==> config.mk <==
export PLATFORM = sky130hd
export DESIGN_NAME = dmem_port_arbiter
export DESIGN_NICKNAME = d
export VERILOG_FILES = /design/src/rtl/dmem_pkg.sv /design/src/rtl/rr_arb2.sv /design/src/rtl/dmem_port_arbiter.sv
export SDC_FILE = /design/constraint.sdc
export NUM_CORES = 1
export LEC_CHECK = 0
export CORE_ASPECT_RATIO = 0.6
export CORE_MARGIN = 4
export CORE_UTILIZATION = 45
export DETAILED_ROUTE_END_ITERATION = 6
export GPL_TIMING_DRIVEN = 0
export PLACE_DENSITY = 0.89
export SYNTH_ARGS = -nofsm -noshare
export SYNTH_HDL_FRONTEND = slang
export SYNTH_SLANG_ARGS = --single-unit
==> constraint.sdc <==
create_clock -name clk -period 7.67 [get_ports clk]
set_input_delay 1.534 -clock clk [delete_from_list [all_inputs] [get_ports clk]]
set_output_delay 1.534 -clock clk [all_outputs]
set_load 0.05 [all_outputs]
==> src/rtl/dmem_pkg.sv <==
// Shared definitions for the data-memory port arbiter: access modes, FSM states and access size.
package dmem_pkg;

  localparam logic [2:0] MODE_B  = 3'b000;
  localparam logic [2:0] MODE_H  = 3'b001;
  localparam logic [2:0] MODE_W  = 3'b010;
  localparam logic [2:0] MODE_BU = 3'b100;
  localparam logic [2:0] MODE_HU = 3'b101;

  typedef enum logic [1:0] {
    ST_IDLE   = 2'd0,
    ST_ACCESS = 2'd1,
    ST_RESP   = 2'd2
  } state_t;

  // Illegal modes report 4 bytes; they are rejected by the mode check anyway.
  function automatic logic [2:0] size_of(input logic [2:0] mode);
    case (mode)
      MODE_B, MODE_BU: size_of = 3'd1;
      MODE_H, MODE_HU: size_of = 3'd2;
      default:         size_of = 3'd4;
    endcase
  endfunction

  function automatic logic mode_bad(input logic [2:0] mode);
    mode_bad = (mode == 3'b011) || (mode == 3'b110) || (mode == 3'b111);
  endfunction

endpackage

==> src/rtl/rr_arb2.sv <==
// Two-way arbiter: round-robin on ties, or fixed priority to port 0.
// Combinational winner; the last-grant pointer only moves when the caller takes the winner.
module rr_arb2 #(
  parameter bit FIXED_PRIO = 1'b0
) (
  input  logic       clk,
  input  logic       rst_n,
  input  logic [1:0] i_req,
  input  logic       i_take,
  output logic       o_any,
  output logic       o_win
);

  logic r_last;

  always_comb begin
    o_any = |i_req;
    if (i_req == 2'b11) begin
      o_win = FIXED_PRIO ? 1'b0 : ~r_last;
    end else begin
      o_win = i_req[1];
    end
  end

  // Reset to "port 1 granted last" so the first tie goes to port 0.
  always_ff @(posedge clk) begin
    if (!rst_n) begin
      r_last <= 1'b1;
    end else if (i_take && o_any) begin
      r_last <= o_win;
    end
  end

endmodule

==> src/rtl/dmem_port_arbiter.sv <==
// Shares one data memory between two request ports; req in cycle N -> gnt N+1 -> rvalid N+2.
// Requests are held until gnt; checks reject bad accesses before they reach memory.
module dmem_port_arbiter
  import dmem_pkg::*;
#(
  parameter int ADDR_WIDTH = 12,
  parameter int MEM_SIZE   = 1024,
  parameter int FIXED_PRIO = 0
) (
  input  logic                  clk,
  input  logic                  rst_n,
  input  logic                  p0_req,
  input  logic                  p0_we,
  input  logic [ADDR_WIDTH-1:0] p0_addr,
  input  logic [31:0]           p0_wdata,
  input  logic [2:0]            p0_mode,
  output logic                  p0_gnt,
  output logic                  p0_rvalid,
  output logic                  p0_err,
  output logic [31:0]           p0_rdata,
  input  logic                  p1_req,
  input  logic                  p1_we,
  input  logic [ADDR_WIDTH-1:0] p1_addr,
  input  logic [31:0]           p1_wdata,
  input  logic [2:0]            p1_mode,
  output logic                  p1_gnt,
  output logic                  p1_rvalid,
  output logic                  p1_err,
  output logic [31:0]           p1_rdata,
  output logic                  mem_write,
  output logic [ADDR_WIDTH-1:0] mem_addr,
  output logic [31:0]           mem_wdata,
  output logic [2:0]            mem_mode,
  input  logic [31:0]           mem_rdata
);

  localparam logic [ADDR_WIDTH:0] LP_MEM_END = (ADDR_WIDTH+1)'(MEM_SIZE);

  state_t                r_state;
  logic                  r_id;
  logic                  r_we;
  logic                  r_bad;
  logic                  r_mem_write;
  logic [ADDR_WIDTH-1:0] r_mem_addr;
  logic [31:0]           r_mem_wdata;
  logic [2:0]            r_mem_mode;
  logic [1:0]            r_gnt;
  logic [1:0]            r_rvalid;
  logic [1:0]            r_err;
  logic [1:0][31:0]      r_rdata;

  logic                  w_take;
  logic                  w_any;
  logic                  w_win;
  logic                  w_we;
  logic [ADDR_WIDTH-1:0] w_addr;
  logic [31:0]           w_wdata;
  logic [2:0]            w_mode;
  logic [ADDR_WIDTH:0]   w_end;
  logic                  w_misaligned;
  logic                  w_bad;

  // The port in ACCESS is never re-arbitrated; its held req is ignored there.
  assign w_take = (r_state != ST_ACCESS);

  rr_arb2 #(
    .FIXED_PRIO (FIXED_PRIO != 0)
  ) u_arb (
    .clk    (clk),
    .rst_n  (rst_n),
    .i_req  ({p1_req, p0_req}),
    .i_take (w_take),
    .o_any  (w_any),
    .o_win  (w_win)
  );

  always_comb begin
    w_we    = w_win ? p1_we    : p0_we;
    w_addr  = w_win ? p1_addr  : p0_addr;
    w_wdata = w_win ? p1_wdata : p0_wdata;
    w_mode  = w_win ? p1_mode  : p0_mode;

    case (w_mode)
      MODE_H, MODE_HU: w_misaligned = w_addr[0];
      MODE_W:          w_misaligned = |w_addr[1:0];
      default:         w_misaligned = 1'b0;
    endcase

    w_end = {1'b0, w_addr} + {{(ADDR_WIDTH-2){1'b0}}, size_of(w_mode)};
    w_bad = mode_bad(w_mode) || w_misaligned || (w_end > LP_MEM_END);
  end

  always_ff @(posedge clk) begin
    if (!rst_n) begin
      r_state     <= ST_IDLE;
      r_id        <= 1'b0;
      r_we        <= 1'b0;
      r_bad       <= 1'b0;
      r_mem_write <= 1'b0;
      r_mem_addr  <= '0;
      r_mem_wdata <= '0;
      r_mem_mode  <= '0;
      r_gnt       <= '0;
      r_rvalid    <= '0;
      r_err       <= '0;
      r_rdata     <= '0;
    end else begin
      r_gnt       <= '0;
      r_rvalid    <= '0;
      r_err       <= '0;
      r_mem_write <= 1'b0;
      case (r_state)
        ST_ACCESS: begin
          r_rvalid[r_id] <= 1'b1;
          r_err[r_id]    <= r_bad;
          r_rdata[r_id]  <= (r_we || r_bad) ? 32'h0 : mem_rdata;
          r_state        <= ST_RESP;
        end
        default: begin
          if (w_any) begin
            r_id        <= w_win;
            r_we        <= w_we;
            r_bad       <= w_bad;
            r_mem_addr  <= w_addr;
            r_mem_wdata <= w_wdata;
            r_mem_mode  <= w_mode;
            r_mem_write <= w_we && !w_bad;
            r_gnt[w_win] <= 1'b1;
            r_state     <= ST_ACCESS;
          end else begin
            r_state <= ST_IDLE;
          end
        end
      endcase
    end
  end

  // Reset gates the write strobe combinationally so a reset cycle never writes.
  assign mem_write = r_mem_write & rst_n;
  assign mem_addr  = r_mem_addr;
  assign mem_wdata = r_mem_wdata;
  assign mem_mode  = r_mem_mode;

  assign p0_gnt    = r_gnt[0];
  assign p1_gnt    = r_gnt[1];
  assign p0_rvalid = r_rvalid[0];
  assign p1_rvalid = r_rvalid[1];
  assign p0_err    = r_err[0];
  assign p1_err    = r_err[1];
  assign p0_rdata  = r_rdata[0];
  assign p1_rdata  = r_rdata[1];

endmodule

Yosys cells after proc, flatten, opt, wreduce, memory -nomap -nowiden --
Cells that the tools add are included. W data, S select, Z words.
Word-level totals: flip-flop bits (word level) 124, bits of input ports 132, output and inout port bits 118, word-level logic and storage cells 73
Cells by class: add/subtract/negate cells 1, $lt $le $gt $ge 5, equal/unequal tests 10, muxes and demuxes 17, bitwise logic cells 6, reductions and logical operators 19
Operators with widths (count):
- $mux W32 | 3
- $bwmux W64 | 1
- $demux W32 S1 | 1
- $add A12 B3 Y13 | 1
- $gt A13 B11 Y1 const B | 1
- $eq A3 B3 Y1 const B | 4
- $mux W12 | 1
- $reduce_or A2 Y1 | 5
- $eq A3 B2 Y1 const B | 2
- $pmux W3 S2 | 1
- $logic_or A1 B1 Y1 | 5
- $mux W1 | 5
- $logic_and A1 B1 Y1 | 4
- $lt A1 B2 Y1 const B | 2
- $not A1 Y1 | 4
- $reduce_and A2 Y1 | 2
- $eq A3 B1 Y1 const B | 1
- $logic_not A3 Y1 | 1
- $mux W3 | 1
- $reduce_or A3 Y1 | 1
- $and A2 B2 Y2 | 1
- $demux W1 S1 | 2
- $eq A2 B1 Y1 const B | 1
- $eq A2 B2 Y1 const B | 1
- other kinds (6) | 7

Depth between registers and ports, before layout --
depth after elaboration 11, gate-level depth with buffers 12, gate-level depth less buffers 10

By module --
Synthesis repeated with hierarchy kept, for this count alone.
Unflattened totals: cells, all modules 592, area, all modules 5434.0 um2
By module, submodules not included:
- dmem_port_arbiter | times used 1, cells each 586, area an instance 5380.2 um2, seq. area each 2462.4 um2
- rr_arb2 | times used 1, cells each 6, area an instance 53.8 um2, seq. area each 20.0 um2

Worst setup path after synthesis --
OpenSTA, ideal clock, no wires.
path kind input to register, start point in p1_req, end point reg r_bad, library setup time 120 ps, data arrival time 4136 ps, data required time 7550 ps, path slack 3414 ps, stages 10, buffers on the path 1, cell sequence a21boi_2 -> buf_1 -> mux2i_1 -> and3_1 -> ha_1 -> fa_1 -> or3_1 -> o41ai_1 -> a222oi_1 -> o31a_1
Between the ends: longest elaborated chain between the ends 9, elaborated cells between the ends (all ways) 25, those cells by class 1 x add/sub; 1 x order compare; 8 x eq/ne; 5 x mux; 10 x reduce/logical
RTL lines:
- from (decl) | line dmem_port_arbiter.sv:21 | input logic p1_req,
- $eq A2 B2 Y1 | line rr_arb2.sv:18 | if (i_req == 2'b11) begin
- $mux W1 | line rr_arb2.sv:18
- $mux W3 | line dmem_port_arbiter.sv:81 | w_mode = w_win ? p1_mode : p0_mode;
- $eq A3 B1 Y1, or another cell as far along | line dmem_pkg.sv:18, dmem_port_arbiter.sv:83
- $reduce_or A2 Y1, on equally long branches | line dmem_pkg.sv:18, dmem_port_arbiter.sv:83
- $pmux W3 S2 | line dmem_pkg.sv:18 | case (mode)
- $add A12 B3 Y13 | line dmem_port_arbiter.sv:89 | w_end = {1'b0, w_addr} + {{(ADDR_WIDTH-2){1'b0}}, size_of(w_mode)};
- $gt A13 B11 Y1 | line dmem_port_arbiter.sv:90 | w_bad = mode_bad(w_mode) || w_misaligned || (w_end > LP_MEM_END);
- $logic_or A1 B1 Y1 | line dmem_port_arbiter.sv:90
- to (signal assigned) | line dmem_port_arbiter.sv:123 | r_bad <= w_bad;
- to (decl) | line dmem_port_arbiter.sv:42 | logic r_bad;
Parallel ways exist; a longest one is shown, timed or not. A chain may end at the register's enable or synchronous reset.

Worst setup path after layout --
start point in rst_n, end point out mem_write
Between the ends: longest elaborated chain between the ends 1
RTL lines:
- from (decl) | line dmem_port_arbiter.sv:11 | input logic rst_n,
- $and A1 B1 Y1 | line dmem_port_arbiter.sv:139 | assign mem_write = r_mem_write & rst_n;
- to (decl) | line dmem_port_arbiter.sv:30 | output logic mem_write,
Every way passes these cells.

==> metrics.txt <==
# TYPE chip_impl_metric gauge
chip_impl_metric{name="timing.reg2reg.worst_path_depth",unit=""} 10
chip_impl_info{name="timing.critical_path.to",value="mem_write"} 1
chip_impl_info{name="timing.setup.critical_path_class",value="input pin to output port"} 1
chip_impl_metric{name="floorplan_die_width",unit="µm"} 148.9
chip_impl_metric{name="floorplan.die.height",unit="µm"} 92.55
chip_impl_metric{name="via_count",unit=""} 5838
chip_impl_metric{name="power_density",unit="nW/µm²"} 230.8
chip_impl_info{name="rsz_0062_raised_after_global_routing",value="false"} 1
chip_impl_metric{name="syn-mean-instance-area",unit="µm²"} 8.377
chip_impl_metric{name="number_of_diodes_added_for_antenna_fixing",unit=""} 0
chip_impl_metric{name="critical_path.n_buffers_inverters",unit=""} 4
chip_impl_metric{name="tns",unit="ns"} 0
chip_impl_metric{name="io-pin-count",unit=""} 250
chip_impl_metric{name="drive_above_1_share",unit="%"} 4.560
chip_impl_metric{name="area_growth",unit="%"} 61.42
chip_impl_metric{name="grtUsageTotal",unit="%"} 27.70
chip_impl_metric{name="dr.first_iter.drc_count",unit=""} 376
chip_impl_metric{name="finalWeightedCongestion",unit=""} 0.8854
chip_impl_metric{name="cts.clk_slew.worst_paths",unit="ns"} 0.06
chip_impl_info{name="regToRegStartpoint",value="u_arb.r_last$_SDFFE_PN1P_"} 1
chip_impl_metric{name="global_route.usage.met3",unit="%"} 8.117
chip_impl_metric{name="power.share.clock",unit="%"} 40.6
chip_impl_metric{name="critPathMaxStageDelay",unit="ns"} 0.80
chip_impl_metric{name="finalMaxSlewViolations",unit=""} 0
chip_impl_metric{name="port-buffer-count",unit=""} 249
chip_impl_metric{name="drt-vias-per-instance",unit=""} 5.401
chip_impl_metric{name="vdd.ir_drop.worst",unit="mV"} 0.1688
chip_impl_info{name="synth_largest_area_cell",value="sky130_fd_sc_hd__dfxtp_1"} 1
chip_impl_metric{name="drv.max_cap_violation_count",unit=""} 0
chip_impl_metric{name="final.min_clock_period",unit="ns"} 5.584
chip_impl_metric{name="postSynthNetCount",unit=""} 776
chip_impl_metric{name="worst_slew_pin_slew",unit="ns"} 0.6461
chip_impl_metric{name="timing.clock.skew",unit="ns"} 0.01365
chip_impl_metric{name="drt-pass1-iter-count",unit=""} 5
chip_impl_metric{name="cts-hold-fix-buffers",unit=""} 0
chip_impl_info{name="crit_path_capture_type",value="output port"} 1
chip_impl_metric{name="sequentialPowerShare",unit="%"} 35.4
chip_impl_info{name="cts-root-buf",value="sky130_fd_sc_hd__clkbuf_16"} 1
chip_impl_metric{name="synth_top_cell_area_share",unit="%"} 46.30
chip_impl_info{name="crit_chain",value="clkdlybuf4s50_1 > clkbuf_1 > clkbuf_1 > and2_1 > clkdlybuf4s50_1"} 1
chip_impl_metric{name="post_synth_instance_area",unit="µm²"} 5361
chip_impl_metric{name="floorplan.rows",unit=""} 30
chip_impl_info{name="worst_path_dominant_cell_family",value="buffers and inverters"} 1
chip_impl_info{name="synth_flop_type",value="sky130_fd_sc_hd__dfxtp_1"} 1
chip_impl_metric{name="place.detailed.hpwl",unit="µm"} 14920
chip_impl_metric{name="post-cts-setup-buffers",unit=""} 0
chip_impl_metric{name="worst-path-stages",unit=""} 5
chip_impl_metric{name="die_footprint",unit="µm²"} 13780
chip_impl_metric{name="report.power.total",unit="µW"} 1998
chip_impl_metric{name="yosys.cell_types.count",unit=""} 42
chip_impl_metric{name="max-clock-path-buffers",unit=""} 2
chip_impl_metric{name="switching_share",unit="%"} 30.83
chip_impl_metric{name="grt-ovfl-total",unit=""} 0
chip_impl_metric{name="number_of_nets_in_the_layout",unit=""} 1044
chip_impl_metric{name="synth-seq-cells",unit=""} 124
chip_impl_metric{name="critical_path.max_fanout",unit=""} 10
chip_impl_metric{name="p_int",unit="µW"} 1382
chip_impl_metric{name="globalRouteMet1Util",unit="%"} 37.12
chip_impl_metric{name="final-hold-violation-count",unit=""} 0
chip_impl_metric{name="cts_made_buffers",unit=""} 17
chip_impl_metric{name="ys_async_sr_fraction",unit="%"} 0
chip_impl_metric{name="start_util",unit="%"} 46.68
chip_impl_metric{name="ctsResizeCount",unit=""} 0
chip_impl_info{name="tritoncts",value="done"} 1
chip_impl_metric{name="grt_start_max_net_pins",unit=""} 17
chip_impl_info{name="global_route_layer_with_the_greatest_usage",value="met2"} 1
chip_impl_metric{name="drt-wirelength-per-cell",unit="µm"} 18.10
chip_impl_metric{name="power_leakage",unit="µW"} 0.003531
chip_impl_metric{name="detail_route.wirelength",unit="µm"} 19570
chip_impl_metric{name="finalSetupViolCount",unit=""} 0
chip_impl_metric{name="fmaxAchievable",unit="MHz"} 179.1
chip_impl_metric{name="synthesis.yosys.warnings",unit=""} 0
chip_impl_info{name="crit_slowest_cell",value="sky130_fd_sc_hd__clkdlybuf4s50_1"} 1
chip_impl_info{name="status",value="complete, no violations"} 1
chip_impl_info{name="regToRegEndpoint",value="r_bad$_SDFFE_PN0P_"} 1
chip_impl_metric{name="grt_first_pass_wirelength",unit="µm"} 30090
chip_impl_metric{name="net_switching_power",unit="µW"} 615.8
chip_impl_metric{name="combPwrFrac",unit="%"} 24.0
chip_impl_info{name="yosys.cell_count.top_type",value="sky130_fd_sc_hd__nand2_1"} 1
chip_impl_metric{name="number_of_antenna_violations_at_the_first_check_in_global_routing",unit=""} 0
chip_impl_metric{name="drc",unit=""} 0
chip_impl_metric{name="synth-seq-area-share",unit="%"} 46.30
chip_impl_metric{name="fin_crit_sh",unit="%"} 72.80
chip_impl_metric{name="worstSkewPairLatency",unit="ns"} 0.40
chip_impl_metric{name="clock_tree.htree_level_count",unit=""} 4
chip_impl_metric{name="global_route.usage.met2",unit="%"} 44.15
chip_impl_info{name="synth_common_cells",value="sky130_fd_sc_hd__nand2_1 (168), sky130_fd_sc_hd__dfxtp_1 (124), sky130_fd_sc_hd__nand3_1 (109)"} 1
chip_impl_metric{name="core",unit="µm²"} 11490
chip_impl_metric{name="worstPathArrival",unit="ns"} 4.05
chip_impl_metric{name="cp_data_required_time",unit="ns"} 6.14
chip_impl_info{name="synthTopCellsByArea",value="sky130_fd_sc_hd__dfxtp_1 (46%), sky130_fd_sc_hd__nand2_1 (12%), sky130_fd_sc_hd__nand3_1 (10%), sky130_fd_sc_hd__o211a_1 (8.2%), sky130_fd_sc_hd__a21boi_0 (6.2%)"} 1
chip_impl_metric{name="r2r_setup_slack",unit="ns"} 4.12
chip_impl_info{name="holdCritPathClass",value="register to register"} 1
chip_impl_info{name="start_kind",value="input pin"} 1
chip_impl_metric{name="syn_inst",unit=""} 640
chip_impl_metric{name="synth_enable_flop_cells",unit=""} 0
chip_impl_metric{name="grt_pass1_vias",unit=""} 5751
chip_impl_metric{name="tritoncts_num_sinks",unit=""} 124
chip_impl_metric{name="relSlewSlack",unit="%"} 56.47
chip_impl_metric{name="detail-route-antenna-nets",unit=""} 0
chip_impl_info{name="worstSetupStartpoint",value="rst_n"} 1
metal layers:
metal | share of wire (%) | routed length (µm)
met5 | 0 | 0
met4 | 1.2 | 229
met3 | 9.3 | 1815
met2 | 45 | 8873
met1 | 44 | 8652
flip-flops by register name (all words and copies together) (netlist names):
register,flops
mem_wdata,32
p0_rdata,32
p1_rdata,32
mem_addr,12
mem_mode,3
r_err,2
r_gnt,2
r_rvalid,2
r_state,2
r_bad,1
r_id,1
r_mem_write,1
r_we,1
u_arb.r_last,1
worst min path at each step:
stage | start | endpoint | slack, ns | depth (start not counted)
3_5_place_dp | p1_rdata[4]$_SDFFE_PN0P_ | p1_rdata[4]$_SDFFE_PN0P_ | 0.44 | 2
3_3_place_gp | p1_rdata[25]$_SDFFE_PN0P_ | p1_rdata[25]$_SDFFE_PN0P_ | 0.44 | 2
6_report | p1_rdata[4]$_SDFFE_PN0P_ | p1_rdata[4]$_SDFFE_PN0P_ | 0.45 | 2
2_1_floorplan | r_bad$_SDFFE_PN0P_ | r_err[0]$_SDFF_PN0_ | 0.45 | 2
4_1_cts | p1_rdata[28]$_SDFFE_PN0P_ | p1_rdata[28]$_SDFFE_PN0P_ | 0.45 | 2
5_1_grt | p1_rdata[28]$_SDFFE_PN0P_ | p1_rdata[28]$_SDFFE_PN0P_ | 0.47 | 2
power groups by stage:
stage	combinational [µW]	sequential [µW]	clock, µW
floorplan	143	847	0
global placement	467	718	0
detailed placement	473	720	0
CTS	478	707	822
global route	508	711	850
finish	479	707	811
placed cells by master, fill, tap and decap left out, types with 3 or more instances in the layout:
cell type	count
sky130_fd_sc_hd__nor2_1	18
sky130_fd_sc_hd__nor4_1	4
sky130_fd_sc_hd__clkinv_2	3
sky130_fd_sc_hd__bufinv_16	3
sky130_fd_sc_hd__clkdlybuf4s50_1	249
sky130_fd_sc_hd__a21boi_0	44
sky130_fd_sc_hd__clkinv_4	4
sky130_fd_sc_hd__nand3_1	109
sky130_fd_sc_hd__a21boi_1	24
sky130_fd_sc_hd__clkbuf_1	51
sky130_fd_sc_hd__o211a_1	44
sky130_fd_sc_hd__ha_1	3
sky130_fd_sc_hd__clkinvlp_4	3
sky130_fd_sc_hd__dfxtp_1	124
sky130_fd_sc_hd__clkbuf_16	17
sky130_fd_sc_hd__mux2_2	3
sky130_fd_sc_hd__nand2_1	168
sky130_fd_sc_hd__and2_1	5
sky130_fd_sc_hd__mux2i_1	6
cell families (layout without fill, tap and decap cells):
group,after synthesis,count (layout),share of synthesized area (%)
adders and majority gates,4,4,1.074
AOI/OAI and AO/OA,127,127,19.93
buffers and inverters,55,336,4.014
muxes,11,11,2.264
and+or+nand+nor,318,318,26.25
DFF,124,124,46.30
xor gates and xnor gates,1,1,0.1634
cell type report:
cell class	count	area [µm²]
fillers	895	2831
multi-input cells	461	2664
repair buffers	249	2492
flip-flops and latches	124	2482
clock buffers	18	429.2
plain buffers	54	211.5
well taps	160	200.2
clock inverters	14	171.4
inverters	1	3.754
worst reg2reg max path, stage by stage (launching register included):
cell and delay (ns):
sky130_fd_sc_hd__dfxtp_1 0.33, sky130_fd_sc_hd__a21boi_2 0.26, sky130_fd_sc_hd__buf_1 0.45, sky130_fd_sc_hd__mux2i_1 0.36
sky130_fd_sc_hd__and3_1 0.26, sky130_fd_sc_hd__ha_1 0.19, sky130_fd_sc_hd__fa_1 0.40, sky130_fd_sc_hd__or3_1 0.38
sky130_fd_sc_hd__o41ai_1 0.32, sky130_fd_sc_hd__a222oi_1 0.15, sky130_fd_sc_hd__o31a_1 0.32
metrics by stage:
step	hold WS (ns)	setup slack [ns]	cell area [µm²]	utilization (%)	instances
floorplan	0.4468	3.414	5361	-	640
detailed placement	0.4439	2.052	8054	70.12	1049
global placement	0.4407	2.054	8054	70.12	1049
global route	0.4670	1.946	8655	75.35	1081
finish	0.4501	2.086	8655	75.35	1081
CTS	0.4517	2.030	8655	75.35	1081
No activity file was read; power rests on OpenSTA's default activity.
